File: src/rtl/vis_pkg.sv
// Shared constants and types for the bar-graph visualizer and the blocks that feed it.
package vis_pkg;
  localparam int SCREEN_WIDTH  = 76;
  localparam int SCREEN_HEIGHT = 42;
  localparam int VBLANK_START  = 720;
  localparam int ROW_W         = $clog2(SCREEN_HEIGHT);

  typedef enum logic {IDLE, FLUSH} sched_state_t;
  typedef logic [31:0] bar_val_t;
endpackage

File: src/rtl/bar_saturate.sv
// Clamps an unsigned bar value to the drawable width; purely combinational.
module bar_saturate
  import vis_pkg::*;
(
  input  bar_val_t value,
  output bar_val_t sat_value
);
  localparam bar_val_t LIMIT = bar_val_t'(SCREEN_WIDTH);

  function automatic bar_val_t sat_width(input bar_val_t v);
    return (v > LIMIT) ? LIMIT : v;
  endfunction

  assign sat_value = sat_width(value);
endmodule

File: src/rtl/bar_update_scheduler.sv
// Buffers producer row updates and commits dirty rows to the visualizer RAM
// only during vertical blanking, one row slot per cycle.
module bar_update_scheduler
  import vis_pkg::*;
(
  input  logic             pixel_clk_in,
  input  logic             rst_in,
  input  logic [10:0]      hcount_in,
  input  logic [9:0]       vcount_in,
  input  logic             upd_valid_in,
  output logic             upd_ready_out,
  input  logic [ROW_W-1:0] upd_addr_in,
  input  logic [31:0]      upd_data_in,
  output logic             tg_write_en,
  output logic [ROW_W-1:0] tg_addr,
  output logic [31:0]      tg_input,
  output logic             addr_err_out,
  output logic             flush_done_out
);
  localparam logic [ROW_W-1:0] LAST_ROW = ROW_W'(SCREEN_HEIGHT - 1);

  sched_state_t            state, state_nxt;
  logic [ROW_W-1:0]        idx;
  bar_val_t                shadow [SCREEN_HEIGHT];
  logic [SCREEN_HEIGHT-1:0] dirty;
  bar_val_t                cur_val, sat_val;
  logic                    accept, addr_ok, trigger, last_row;

  assign upd_ready_out = (state == IDLE) && !rst_in;
  assign accept        = upd_valid_in && upd_ready_out;
  assign addr_ok       = (upd_addr_in <= LAST_ROW);
  assign trigger       = (vcount_in == 10'(VBLANK_START)) && (hcount_in == '0);
  assign last_row      = (idx == LAST_ROW);
  assign cur_val       = shadow[idx];

  bar_saturate u_sat (
    .value     (cur_val),
    .sat_value (sat_val)
  );

  always_comb begin
    state_nxt = state;
    case (state)
      IDLE:    if (trigger)  state_nxt = FLUSH;
      FLUSH:   if (last_row) state_nxt = IDLE;
      default: state_nxt = IDLE;
    endcase
  end

  // Shadow data is never reset; only dirty bits qualify it.
  always_ff @(posedge pixel_clk_in) begin
    if (accept && addr_ok) shadow[upd_addr_in] <= upd_data_in;
  end

  // Flush slot k reads row idx; the write strobe for it appears in slot k+1.
  always_ff @(posedge pixel_clk_in) begin
    if (rst_in) begin
      state          <= IDLE;
      idx            <= '0;
      dirty          <= '0;
      tg_write_en    <= 1'b0;
      tg_addr        <= '0;
      tg_input       <= '0;
      addr_err_out   <= 1'b0;
      flush_done_out <= 1'b0;
    end else begin
      state          <= state_nxt;
      addr_err_out   <= accept && !addr_ok;
      tg_write_en    <= 1'b0;
      tg_addr        <= '0;
      tg_input       <= '0;
      flush_done_out <= 1'b0;
      if (state == FLUSH) begin
        idx            <= last_row ? '0 : idx + ROW_W'(1);
        flush_done_out <= last_row;
        dirty[idx]     <= 1'b0;
        if (dirty[idx]) begin
          tg_write_en <= 1'b1;
          tg_addr     <= idx;
          tg_input    <= sat_val;
        end
      end
      // Accepts only happen in IDLE, so this never collides with the clear above.
      if (accept && addr_ok) dirty[upd_addr_in] <= 1'b1;
    end
  end
endmodule

File: config.mk
export PLATFORM = sky130hd
export DESIGN_NAME = bar_update_scheduler
export DESIGN_NICKNAME = d
export VERILOG_FILES = /design/src/rtl/vis_pkg.sv /design/src/rtl/bar_saturate.sv /design/src/rtl/bar_update_scheduler.sv
export SDC_FILE = /design/constraint.sdc
export NUM_CORES = 1
export LEC_CHECK = 0
export BUFFER_PORTS_ARGS = -buffer_cell sky130_fd_sc_hd__buf_2
export CORE_MARGIN = 4
export CORE_UTILIZATION = 56
export CTS_BUF_LIST = sky130_fd_sc_hd__clkbuf_16
export DETAILED_ROUTE_END_ITERATION = 12
export GPL_TIMING_DRIVEN = 0
export HOLD_SLACK_MARGIN = 0.03
export MAX_ROUTING_LAYER = met4
export PLACE_DENSITY = 0.75
export SYNTH_ARGS = -nofsm -noshare
export SYNTH_HDL_FRONTEND = slang
export SYNTH_SLANG_ARGS = --single-unit
File: constraint.sdc
create_clock -name pixel_clk_in -period 2.8 [get_ports pixel_clk_in]
set_input_delay 0.28 -clock pixel_clk_in [delete_from_list [all_inputs] [get_ports pixel_clk_in]]
set_output_delay 0.28 -clock pixel_clk_in [all_outputs]
set_load 0.02 [all_outputs]
==> metrics <==
status complete, but fails checks; failing checks negative setup slack; Worst Path Arrival 4.03 ns; Sum Neg Setup Slack -3.59 ns; Hold WC Path Type in -> reg; fillers 5970; Worst-Skew Late Latency 0.77 ns; clock buffer count from CTS 142; post-synthesis cell type count 73; vias in the first global route 29978; launch point of the worst hold path rst_in; combinational power share 1.3%; worst hold path depth 3; Setup crit end kind register; placed cells 4145; share of the synthesized area in the top cell type 74.6%; ranking of synthesized cells by area edfxtp_1 (75%), mux4_2 (9.6%), dfxtp_1 (3.6%), mux2i_1 (1.9%), a21oi_1 (0.82%); startpoint types register; Leak 20.0 nW; FF-to-FF End tg_input[2]$_SDFF_PP0_; Final Wtd Congestion 0.898; DP HPWL 95200 um; post-synthesis sequential area ratio 78.2%; via/cell ratio 6.89; I/O Pins 104; Reg area 0.0423 mm2; via count 30647; Starting Density 56.7%; global-route wire length before repair 221000 um; RSZ-0062 raised after global routing yes; area delta synth->final 16.6%; htree depth 4; Fin. Hold Viols 0; maximum clock frequency 297 MHz; ratio of cells with drive above 1 in the final layout 26.7%; die height 319 um; Hold WS 0.0733 ns; fin crit share 120%; post-route insts no fill 4446; Max-Cap Viols 0; Final Core Density 66.1%; Mapped Cells 2723; DRT antenna net count 0; Total GRT Usage 32.0%; number of synthesized register bits 1440; min Tclk post-route 3.37 ns; WL final 159000 um; synth warn 0; worst setup margin -0.572 ns; post-synth top area cell edfxtp_1; Core Area 0.0954 mm2; Slew Limit Fails 0; internal power 34.1 mW; EDFF count, synth 1344; clock share of power 43.7%; antenna violations before repair 3; Synth Area per Inst 19.9 um2; CTS max path bufs 3; commonest non-fill, non-tap cell in the layout edfxtp_1; Residual DRC 0; grt total ovfl 0; wire per inst 35.8 um; # port buffers 101; ys flop type edfxtp_1; area occupied by multi-input gates 0.0112 mm2; maximum number of pins on one net before global-route repair 43; Reg clk slew, reported paths 0.06 ns; Hold Path End dirty[19]$_SDFF_PP0_; # rows 113; die width 319 um; relative slew slack 14.7%; worst endpoint required time 3.46 ns; Power Dens Cells 679 mW/mm2; count of clock tree sinks 1440; commonest cells after routing, fill and taps aside edfxtp_1 (1344), mux4_2 (230), clkbuf_16 (146); Worst Path Max Fanout 10; switch share 20.4%; P_sw 8.76 mW; Post-Syn Area 0.0541 mm2; final net count 3128; Initial DRC Count 6025; # setup viols final 7; clk root buf clkbuf_16; drt pass-1 iters 7; ys async rst share 0%; pre-CTS setup slack -1.62 ns; Worst R2R Path Depth 9; sequential share of power 55.0%; flop-to-flop setup slack -0.57 ns; Slew @ Worst Pin 1.28 ns; area of the die 0.102 mm2; CTS tree built; critical path class reg -> reg; peak supply drop 0.000603 V; Clock Skew 0.0499 ns
==> layout make-up <==
class,instances,area share [%]
repair buffers,176,2.51
well taps,1265,2.51
flip-flops and latches,1440,67.1
clock inverters,112,1.52
clock buffers,145,5.75
multi-input cells,1116,17.8
inverters,53,0.456
plain buffers,135,2.40
diodes,4,0.0159
==> cells by family (layout without fill, tap and decap cells) <==
logic type	Yosys count	in the layout	synth area share [%]
other cells	1	29	0.00693
simple gates	417	417	3.82
mux	353	353	12.0
buf+inv	191	621	2.01
fa+ha+maj	2	2	0.0463
flops	1440	1440	78.2
compound gates	315	315	3.93
xor+xnor	4	4	0.0648
==> worst max-delay path by stage <==
| stage | depth (start not counted) | startpoint | endpoint | slack [ns] |
|---|---|---|---|---|
| CTS | 9 | register | tg_input[3]$_SDFF_PP0_ | -0.45 |
| detailed placement | 11 | register | tg_input[2]$_SDFF_PP0_ | -1.62 |
| floorplan | 9 | register | tg_input[2]$_SDFF_PP0_ | 0.03 |
| finish | 9 | register | tg_input[2]$_SDFF_PP0_ | -0.57 |
| global route | 11 | register | tg_input[2]$_SDFF_PP0_ | -0.52 |
| global placement | 11 | register | tg_input[2]$_SDFF_PP0_ | -1.62 |
==> state kept, by name, indices dropped and copies added, names as in the netlist, named ones only <==
signal          count
tg_write_en         1
tg_addr             6
shadow           1344
idx                 6
tg_input           32
dirty              42
state               1
addr_err_out        1
flush_done_out      1
==> cells in the mapped netlist, types with 23 or more instances <==
cell type / instances
a22oi_1: 37
edfxtp_1: 1344
nor4_1: 54
buf_4: 25
dfxtp_1: 96
nand2_1: 115
nor2_1: 84
nor3_1: 37
mux2i_1: 100
inv_1: 49
a221oi_1: 23
a21oi_1: 89
clkbuf_1: 49
buf_2: 30
mux4_2: 230
o21ai_0: 60
nand3_1: 40
==> worst max-delay path, stage by stage (launching register included) <==
cell,delay [ns]
dfxtp_1,0.54
buf_4,0.41
buf_2,0.46
clkbuf_4,0.43
nand3_1,0.12
o311ai_0,0.14
nand2_1,0.25
o32ai_4,0.26
nand4_4,0.28
o31a_1,0.35
==> repair_timing <==
| action | in CTS | in global routing |
|---|---|---|
| setup buffers | 14 | 18 |
| hold buffers | 9 | 0 |
| pin swaps | 15 | 13 |
| resized for setup | 232 | 104 |
| hold endpoints to repair | 12 | 0 |
| gates cloned | 1 | 1 |
| endpoints found under the setup margin | 592 | 762 |
==> per-stage QoR <==
step / cell area (um2) / power (mW)
after CTS: 62600 / 42.9
after global routing: 63100 / 43.9
after detailed placement: 56900 / 24.6
after floorplan: 54200 / 24.1
after global placement: 56300 / 24.5
final: 63100 / 42.9
==> power groups by stage <==
stage                     combinational (mW)  sequential, mW  clock, mW
final                                  0.541            23.6       18.7
after floorplan                       0.0661            24.1          0
after detailed placement               0.518            24.0          0
after global routing                   0.571            23.6       19.8
after CTS                              0.526            23.6       18.8
after global placement                 0.474            24.0          0
==> metal layers <==
metal	part of all wire [%]	global-route usage, %	routed length, um
met5	0	-	0
met3	14	7.75	22200
met2	46	47.2	72800
met4	6.0	15.1	9500
met1	34	42.6	54700
No activity file was read; power rests on OpenSTA's default activity.
